`src/rtl/mem_align_split_if.sv`:
```
// Bus bundle for mem_align_split: upstream request side plus downstream memory side.
// The slave modport is the aligner's view; master is the environment's view.
interface mem_align_split_if #(
    parameter int DATA_W = 32,
    parameter int ADDR_W = 32
);
    localparam int BYTES = DATA_W / 8;

    logic              up_read;
    logic              up_write;
    logic [ADDR_W-1:0] up_addr;
    logic [1:0]        up_size;
    logic              up_unsigned;
    logic [DATA_W-1:0] up_wdata;
    logic [DATA_W-1:0] up_rdata;
    logic              up_resp;
    logic              up_fault;

    logic              mem_read;
    logic              mem_write;
    logic [ADDR_W-1:0] mem_addr;
    logic [DATA_W-1:0] mem_wdata;
    logic [BYTES-1:0]  mem_byte_enable;
    logic [DATA_W-1:0] mem_rdata;
    logic              mem_resp;

    modport slave (
        input  up_read, up_write, up_addr, up_size,
        input  up_unsigned, up_wdata,
        output up_rdata, up_resp, up_fault,
        output mem_read, mem_write, mem_addr,
        output mem_wdata, mem_byte_enable,
        input  mem_rdata, mem_resp
    );

    modport master (
        output up_read, up_write, up_addr, up_size,
        output up_unsigned, up_wdata,
        input  up_rdata, up_resp, up_fault,
        input  mem_read, mem_write, mem_addr,
        input  mem_wdata, mem_byte_enable,
        output mem_rdata, mem_resp
    );
endinterface

```
`src/rtl/mem_align_split.sv`:
```
// Misaligned load/store splitter onto an aligned memory bus.
// MEM_ALIGN_SPLIT_CROSS_EN enables two-beat line-crossing accesses; else they fault.
module mem_align_split #(
    parameter int DATA_W = 32,
    parameter int ADDR_W = 32
) (
    input  logic clk,
    input  logic rst_n,
    mem_align_split_if.slave bus
);
    localparam int BYTES = DATA_W / 8;
    localparam int OFS_W = $clog2(BYTES);
`ifdef MEM_ALIGN_SPLIT_CROSS_EN
    localparam bit CROSS_EN = 1'b1;
`else
    localparam bit CROSS_EN = 1'b0;
`endif

    typedef enum logic [1:0] {IDLE, ACC1, ACC2, RESP} state_t;

    state_t              r_state;
    logic [ADDR_W-1:0]   r_addr;
    logic [1:0]          r_size;
    logic                r_uns;
    logic [DATA_W-1:0]   r_wdata;
    logic                r_wr;
    logic [DATA_W-1:0]   r_up_rdata;
    logic                r_up_resp;
    logic                r_up_fault;
    logic                r_mem_read;
    logic                r_mem_write;
    logic [ADDR_W-1:0]   r_mem_addr;
    logic [DATA_W-1:0]   r_mem_wdata;
    logic [BYTES-1:0]    r_mem_be;
`ifdef MEM_ALIGN_SPLIT_CROSS_EN
    logic [DATA_W-1:0]   r_beat1;
`endif

    logic                w_idle;
    logic [ADDR_W-1:0]   w_addr;
    logic [1:0]          w_size;
    logic [DATA_W-1:0]   w_wdata;
    logic [OFS_W-1:0]    w_ofs;
    logic [3:0]          w_n;
    logic                w_cross;
    logic                w_illegal;
    logic [ADDR_W-1:0]   w_aligned;
    logic [2*BYTES-1:0]  w_nmask;
    logic [2*BYTES-1:0]  w_lanes;
    logic [2*DATA_W-1:0] w_data2;
    logic [2*DATA_W-1:0] w_pair;
    logic [2*DATA_W-1:0] w_shift;
    logic [DATA_W-1:0]   w_raw;
    logic [DATA_W-1:0]   w_keep;
    logic                w_sign;
    logic                w_ext;
    logic [DATA_W-1:0]   w_load;

    // In IDLE the geometry comes straight from the request so the first
    // beat can be launched on the accepting edge; later from the registers.
    assign w_idle  = (r_state == IDLE);
    assign w_addr  = w_idle ? bus.up_addr  : r_addr;
    assign w_size  = w_idle ? bus.up_size  : r_size;
    assign w_wdata = w_idle ? bus.up_wdata : r_wdata;

    assign w_ofs     = w_addr[OFS_W-1:0];
    assign w_n       = 4'b0001 << w_size;
    assign w_cross   = (5'(w_ofs) + 5'(w_n)) > 5'(BYTES);
    assign w_illegal = w_n > 4'(BYTES);
    assign w_aligned = {w_addr[ADDR_W-1:OFS_W], {OFS_W{1'b0}}};

    always_comb begin
        w_nmask = '0;
        for (int b = 0; b < 2 * BYTES; b++) begin
            w_nmask[b] = 5'(b) < 5'(w_n);
        end
    end

    assign w_lanes = w_nmask << w_ofs;
    assign w_data2 = {{DATA_W{1'b0}}, w_wdata} << {w_ofs, 3'b000};

`ifdef MEM_ALIGN_SPLIT_CROSS_EN
    assign w_pair = (r_state == ACC2) ? {bus.mem_rdata, r_beat1}
                                      : {{DATA_W{1'b0}}, bus.mem_rdata};
`else
    assign w_pair = {{DATA_W{1'b0}}, bus.mem_rdata};
    logic w_unused;
    assign w_unused = ^{w_data2[2*DATA_W-1:DATA_W],
                        w_lanes[2*BYTES-1:BYTES]};
`endif

    assign w_shift = w_pair >> {w_ofs, 3'b000};
    assign w_raw   = w_shift[DATA_W-1:0];

    always_comb begin
        w_keep = '0;
        for (int b = 0; b < BYTES; b++) begin
            w_keep[8*b +: 8] = {8{w_nmask[b]}};
        end
    end

    always_comb begin
        w_sign = 1'b0;
        case (w_size)
            2'd0:    w_sign = w_raw[7];
            2'd1:    w_sign = w_raw[15];
            2'd2:    w_sign = w_raw[31];
            default: w_sign = w_raw[DATA_W-1];
        endcase
    end

    assign w_ext  = ~r_uns & w_sign;
    assign w_load = (w_raw & w_keep) | ({DATA_W{w_ext}} & ~w_keep);

    always_ff @(posedge clk or negedge rst_n) begin
        if (!rst_n) begin
            r_state     <= IDLE;
            r_addr      <= '0;
            r_size      <= '0;
            r_uns       <= 1'b0;
            r_wdata     <= '0;
            r_wr        <= 1'b0;
            r_up_rdata  <= '0;
            r_up_resp   <= 1'b0;
            r_up_fault  <= 1'b0;
            r_mem_read  <= 1'b0;
            r_mem_write <= 1'b0;
            r_mem_addr  <= '0;
            r_mem_wdata <= '0;
            r_mem_be    <= '0;
`ifdef MEM_ALIGN_SPLIT_CROSS_EN
            r_beat1     <= '0;
`endif
        end else begin
            case (r_state)
                IDLE: begin
                    if (bus.up_read || bus.up_write) begin
                        r_addr  <= bus.up_addr;
                        r_size  <= bus.up_size;
                        r_uns   <= bus.up_unsigned;
                        r_wdata <= bus.up_wdata;
                        r_wr    <= bus.up_write;
                        if (w_illegal || (w_cross && !CROSS_EN)) begin
                            r_state    <= RESP;
                            r_up_resp  <= 1'b1;
                            r_up_fault <= 1'b1;
                            r_up_rdata <= '0;
                        end else begin
                            r_state     <= ACC1;
                            r_mem_read  <= ~bus.up_write;
                            r_mem_write <= bus.up_write;
                            r_mem_addr  <= w_aligned;
                            r_mem_wdata <= bus.up_write ?
                                w_data2[DATA_W-1:0] : '0;
                            r_mem_be    <= bus.up_write ?
                                w_lanes[BYTES-1:0] : '0;
                        end
                    end
                end
                ACC1: begin
                    if (bus.mem_resp) begin
                        if (w_cross && CROSS_EN) begin
`ifdef MEM_ALIGN_SPLIT_CROSS_EN
                            r_beat1     <= bus.mem_rdata;
                            r_state     <= ACC2;
                            r_mem_addr  <= w_aligned + ADDR_W'(BYTES);
                            r_mem_wdata <= r_wr ?
                                w_data2[2*DATA_W-1:DATA_W] : '0;
                            r_mem_be    <= r_wr ?
                                w_lanes[2*BYTES-1:BYTES] : '0;
`endif
                        end else begin
                            r_state     <= RESP;
                            r_mem_read  <= 1'b0;
                            r_mem_write <= 1'b0;
                            r_mem_wdata <= '0;
                            r_mem_be    <= '0;
                            r_up_resp   <= 1'b1;
                            r_up_fault  <= 1'b0;
                            r_up_rdata  <= r_wr ? '0 : w_load;
                        end
                    end
                end
`ifdef MEM_ALIGN_SPLIT_CROSS_EN
                ACC2: begin
                    if (bus.mem_resp) begin
                        r_state     <= RESP;
                        r_mem_read  <= 1'b0;
                        r_mem_write <= 1'b0;
                        r_mem_wdata <= '0;
                        r_mem_be    <= '0;
                        r_up_resp   <= 1'b1;
                        r_up_fault  <= 1'b0;
                        r_up_rdata  <= r_wr ? '0 : w_load;
                    end
                end
`endif
                RESP: begin
                    r_up_resp  <= 1'b0;
                    r_up_fault <= 1'b0;
                    r_state    <= IDLE;
                end
                default: r_state <= IDLE;
            endcase
        end
    end

    assign bus.up_rdata        = r_up_rdata;
    assign bus.up_resp         = r_up_resp;
    assign bus.up_fault        = r_up_fault;
    assign bus.mem_read        = r_mem_read;
    assign bus.mem_write       = r_mem_write;
    assign bus.mem_addr        = r_mem_addr;
    assign bus.mem_wdata       = r_mem_wdata;
    assign bus.mem_byte_enable = r_mem_be;
endmodule

```
`src/flat_wrapper.sv`:
```
// flat-port wrapper written by rule: the top's interface ports become plain ports
module mem_align_split_flat 
#(
    parameter int DATA_W = 32,
    parameter int ADDR_W = 32
)
  (clk, rst_n, bus_up_read, bus_up_write, bus_up_addr, bus_up_size, bus_up_unsigned, bus_up_wdata, bus_up_rdata, bus_up_resp, bus_up_fault, bus_mem_read, bus_mem_write, bus_mem_addr, bus_mem_wdata, bus_mem_byte_enable, bus_mem_rdata, bus_mem_resp);
  mem_align_split_if #(.DATA_W(DATA_W), .ADDR_W(ADDR_W)) bus_i ();
  input  logic clk;
  input  logic rst_n;
  input wire logic [$bits(bus_i.up_read)-1:0] bus_up_read;
  input wire logic [$bits(bus_i.up_write)-1:0] bus_up_write;
  input wire logic [$bits(bus_i.up_addr)-1:0] bus_up_addr;
  input wire logic [$bits(bus_i.up_size)-1:0] bus_up_size;
  input wire logic [$bits(bus_i.up_unsigned)-1:0] bus_up_unsigned;
  input wire logic [$bits(bus_i.up_wdata)-1:0] bus_up_wdata;
  output wire logic [$bits(bus_i.up_rdata)-1:0] bus_up_rdata;
  output wire logic [$bits(bus_i.up_resp)-1:0] bus_up_resp;
  output wire logic [$bits(bus_i.up_fault)-1:0] bus_up_fault;
  output wire logic [$bits(bus_i.mem_read)-1:0] bus_mem_read;
  output wire logic [$bits(bus_i.mem_write)-1:0] bus_mem_write;
  output wire logic [$bits(bus_i.mem_addr)-1:0] bus_mem_addr;
  output wire logic [$bits(bus_i.mem_wdata)-1:0] bus_mem_wdata;
  output wire logic [$bits(bus_i.mem_byte_enable)-1:0] bus_mem_byte_enable;
  input wire logic [$bits(bus_i.mem_rdata)-1:0] bus_mem_rdata;
  input wire logic [$bits(bus_i.mem_resp)-1:0] bus_mem_resp;
  assign bus_i.up_read = bus_up_read;
  assign bus_i.up_write = bus_up_write;
  assign bus_i.up_addr = bus_up_addr;
  assign bus_i.up_size = bus_up_size;
  assign bus_i.up_unsigned = bus_up_unsigned;
  assign bus_i.up_wdata = bus_up_wdata;
  assign bus_up_rdata = bus_i.up_rdata;
  assign bus_up_resp = bus_i.up_resp;
  assign bus_up_fault = bus_i.up_fault;
  assign bus_mem_read = bus_i.mem_read;
  assign bus_mem_write = bus_i.mem_write;
  assign bus_mem_addr = bus_i.mem_addr;
  assign bus_mem_wdata = bus_i.mem_wdata;
  assign bus_mem_byte_enable = bus_i.mem_byte_enable;
  assign bus_i.mem_rdata = bus_mem_rdata;
  assign bus_i.mem_resp = bus_mem_resp;
  mem_align_split #(.DATA_W(DATA_W), .ADDR_W(ADDR_W)) u_core (.clk(clk), .rst_n(rst_n), .bus(bus_i));
endmodule
```
`config.mk`:
```
export PLATFORM = sky130hd
export DESIGN_NAME = mem_align_split_flat
export DESIGN_NICKNAME = d
export VERILOG_FILES = /design/src/rtl/mem_align_split_if.sv /design/src/rtl/mem_align_split.sv /design/src/flat_wrapper.sv
export SDC_FILE = /design/constraint.sdc
export NUM_CORES = 1
export LEC_CHECK = 0
export ABC_AREA = 0
export CAP_MARGIN = 20
export CORE_ASPECT_RATIO = 0.7
export CORE_UTILIZATION = 47
export CTS_CLUSTER_DIAMETER = 30
export DETAILED_ROUTE_END_ITERATION = 8
export GPL_ROUTABILITY_DRIVEN = 0
export PLACE_DENSITY = 0.8
export SLEW_MARGIN = 20
export SYNTH_ARGS = -nofsm -noshare
export SYNTH_HDL_FRONTEND = slang
export SYNTH_SLANG_ARGS = --single-unit
```
`constraint.sdc`:
```
create_clock -name clk -period 4.4 [get_ports clk]
set_clock_uncertainty 0.15 [all_clocks]
set_input_delay 0.88 -clock clk [delete_from_list [all_inputs] [get_ports clk]]
set_output_delay 0.88 -clock clk [all_outputs]
set_load 0.005 [all_outputs]
```
==> results of run 1 <==
[logic make-up (layout without fill, tap and decap cells)]
| family | Yosys count | in the layout | share of synthesized area |
|---|---|---|---|
| compound gates | 131 | 131 | 0.155 |
| fa+ha+maj | 2 | 2 | 0.00484 |
| buf+inv | 58 | 275 | 0.0435 |
| flops | 129 | 129 | 0.480 |
| mux | 135 | 135 | 0.250 |
| other cells | 1 | 2 | 0.000558 |
| simple gates | 83 | 83 | 0.0663 |
[state kept, by name (all words and copies together) (netlist names), 2 cells and up]
| signal | flops |
|---|---|
| u_core.bus.up_rdata | 32 |
| u_core.bus.mem_wdata | 32 |
| u_core.bus.mem_addr | 30 |
| u_core.bus.mem_byte_enable | 4 |
| u_core.r_addr | 2 |
| u_core.r_wdata | 19 |
| u_core.r_size | 2 |
| u_core.r_state | 2 |
[layout make-up]
class,instances,area [sq um]
clock buffers,20,447
clock inverters,12,92.6
fillers,989,4360
inverters,10,37.5
multi-input cells,353,3220
flip-flops and latches,129,3230
well taps,190,238
repair buffers,233,2300
[stage by stage]
stage	setup WS (ns)	power, mW
2_1_floorplan	0.0666	4.21
3_3_place_gp	0.0276	5.61
3_5_place_dp	-0.0243	5.75
4_1_cts	0.412	7.07
5_1_grt	0.257	7.47
6_report	0.387	7.07
[Yosys cell counts, drive strengths merged, types with 2 or more instances]
| master | n | area, sq um |
|---|---|---|
| a211oi | 21 | 158 |
| a21o | 2 | 15.0 |
| a21oi | 9 | 45.0 |
| a221oi | 8 | 70.1 |
| a22o | 16 | 140 |
| a311oi | 2 | 17.5 |
| a31oi | 4 | 25.0 |
| a32o | 6 | 60.1 |
| a32oi | 15 | 131 |
| and3 | 2 | 12.5 |
| buf | 31 | 191 |
| clkbuf | 17 | 63.8 |
| dfrtp | 129 | 3230 |
| inv | 9 | 33.8 |
| mux2 | 93 | 1070 |
| mux2i | 27 | 270 |
| mux4 | 15 | 338 |
| nand2 | 18 | 67.6 |
| nand2b | 2 | 12.5 |
| nand3 | 10 | 50.1 |
| nor2 | 17 | 73.8 |
| nor2b | 8 | 50.1 |
| nor3 | 15 | 86.3 |
| nor3b | 3 | 32.5 |
| o21a | 3 | 22.5 |
| o21ai | 23 | 119 |
| o221ai | 2 | 17.5 |
| o22ai | 2 | 12.5 |
| o2bb2ai | 7 | 61.3 |
| or3 | 2 | 12.5 |
[worst reg2reg max path, cell delays in order, from the launching register on]
cell	delay [ns]
dfrtp_1	0.50
buf_4	0.23
nor3b_2	0.36
nor2_4	0.07
inv_1	0.09
ha_1	0.14
inv_1	0.05
fa_1	0.50
inv_1	0.06
o221a_4	0.30
nor3_4	0.40
a21boi_4	0.12
buf_4	0.23
buf_4	0.17
a22o_1	0.22
[layer usage]
metal / vias up / wire (um) / GRT usage
li1: 2484 / - / -
met1: 2858 / 9150 / 0.396
met2: 289 / 9000 / 0.410
met3: 27 / 1460 / 0.0674
met4: 0 / 320 / 0.0818
met5: - / 0 / 0
[power by group through the flow]
stage | Clock (mW) | Combinational, mW | Sequential (mW)
finish | 1.28 | 3.76 | 2.02
CTS | 1.31 | 3.74 | 2.02
global route | 1.37 | 4.02 | 2.09
detailed placement | 0 | 3.72 | 2.03
floorplan | 0 | 2.23 | 1.98
global placement | 0 | 3.60 | 2.01
[worst max path at each step]
stage | end | slack [ns] | startpoint | cells after the start
3_5_place_dp | u_core.bus.mem_wdata[24] | -0.02 | bus_up_size[0] | 14
2_1_floorplan | u_core.bus.mem_wdata[12] | 0.07 | bus_up_addr[0] | 15
4_1_cts | u_core.bus.mem_wdata[24] | 0.41 | bus_up_size[0] | 14
5_1_grt | u_core.bus.mem_wdata[24] | 0.26 | bus_up_size[0] | 14
6_report | u_core.bus.mem_wdata[24] | 0.39 | bus_up_size[0] | 14
3_3_place_gp | u_core.bus.mem_wdata[24] | 0.03 | bus_up_size[0] | 14
==> key figures, run 1 <==
Logic synthesis
  – Post-synth top flop: dfrtp_1
  – EDFF count, synth: 0
  – Mapped cell area: 6720 sq um
  – Sequential share of the synthesized area: 0.480
  – Yosys reg bits: 129
  – Asr flop ratio synth: 1.00
  – Cells after synthesis: 539
  – Cell variety after synth: 62
  – Avg Synthesized Cell Area: 12.5 sq um
  – Ys Warns: 0

Floorplan
  – Ports: 208
  – Die height: 102 um
  – Core area: 13900 sq um
  – Die span in x: 145 um
  – Site Rows: 36
  – Initial Util: 0.483
  – Die area: 14800 sq um

Detailed routing
  – Routed vias/inst: 5.97
  – Initial drt markers: 404
  – DRT Pass-1 Iters: 5
  – DR WL/cell: 21.0 um
  – Vias: 5658
  – Routed Antenna Nets: 0
  – Final wirelength: 19.9 mm
  – Drc violations: 0

Finish
  – Antenna fix cells: 0
  – Fin nets: 850
  – Non-Filler Instances: 947
  – Design Area, Final: 9550 sq um
  – Most frequent cells in the layout: clkdlybuf4s50_1 (203), dfrtp_1 (129), mux2_2 (87), mux2i_1 (27), buf_4 (25)
  – Most common cell after layout, fill and taps aside: clkdlybuf4s50_1
  – Finished Core Util: 0.686
  – Layout cells sized above 1: 0.242
  – Post-synthesis to final-layout area growth: 42.1%

Setup path
  – Startpoint class of the critical path: input pin
  – R2r setup slk: 0.71 ns
  – Worst Path Max Fanout: 12
  – CP max stage delay: 0.50 ns
  – CP max-delay cell: fa_1
  – CP Class: input pin to flip-flop
  – WP data arrival: 4.17 ns
  – Register-to-Register Path Depth: 14
  – Reg-to-Reg Start: u_core.r_state[1]
  – CP cell instances: clkdlybuf4s50_1 -> or4_1 -> o31a_1 -> inv_2 -> ha_1 -> inv_1 -> fa_1 -> inv_1 -> o221a_4 -> nor3_4 -> a21boi_4 -> buf_4 -> buf_4 -> a22o_1
  – Buf+Inv Stages, Crit Path: 6
  – Crit path max-delay family: buffers and inverters
  – Worst Setup End Kind: flip-flop
  – FF-to-FF End: u_core.bus.mem_wdata[24]
  – CP Data Required Time: 4.55 ns

Power and ir drop
  – Clock share of power: 0.182
  – Net Sw Frac: 0.365
  – Switching power: 2.58 mW
  – Share of power burned in registers: 0.286
  – P_leak: 4.03 nW
  – Combinational share of power: 0.532
  – P per Cell Area: 740 nW/um^2
  – Maximum VDD drop: 0.490 mV
  – Internal: 4.49 mW

Clock network
  – Num CTS Buffers: 17
  – Clock slew seen by the registers of the worst setup and hold paths: 0.06 ns
  – Hold Buf Count CTS: 0
  – Setup bufs post-CTS: 0
  – Clk sink count: 129
  – CTS tree: yes
  – Root buf cell: clkbuf_16
  – Worst skew pair latency: 0.41 ns
  – Htree depth: 4
  – CTS Buffer Depth: 2
  – Post_cts resized: 0

Global routing
  – Largest net degree at the start of global routing: 79
  – First-pass GRT wire length: 31.1 mm
  – Initial antenna violation count: 0
  – GRT overflow: 0
  – Total GRT Usage: 0.274
  – Vias in the first global route: 5471

STA
  – RSZ-0062 raised after global routing: false
  – Setup tns final: 0 ns
  – Final hold violations: 0
  – Relative slew slack: 0.340
  – Hold_ws: 0.346 ns
  – Final min period: 4.01 ns
  – Worst Tran Pin Value: 0.983 ns
  – Slew Viols, Final: 0
  – Setup violations, final: 0
  – Tcrit/Tclk final: 0.912
  – Fmax: 0.249 GHz

Place
  – Dpl hpwl: 14.1 mm
  – Placed insts: 915
  – PortBufs: 205
  – Post-placement cell area: 9010 sq um

Run
  – Max cap viols: 0

Hold path
  – HP Class: input pin to async pin

Outcome
  – Outcome: complete, no violations
Note: power is estimated with default switching activity, not from simulation.
==> run 2, diff against run 1 <==
--- a/config.mk
+++ b/config.mk
@@ -12,6 +12,7 @@
 export CTS_CLUSTER_DIAMETER = 30
 export DETAILED_ROUTE_END_ITERATION = 8
 export GPL_ROUTABILITY_DRIVEN = 0
+export HOLD_SLACK_MARGIN = 0.02
 export PLACE_DENSITY = 0.8
 export SLEW_MARGIN = 20
 export SYNTH_ARGS = -nofsm -noshare
==> results of run 2 <==
The final DEF is identical to that of run 1; final timing and power are the same.
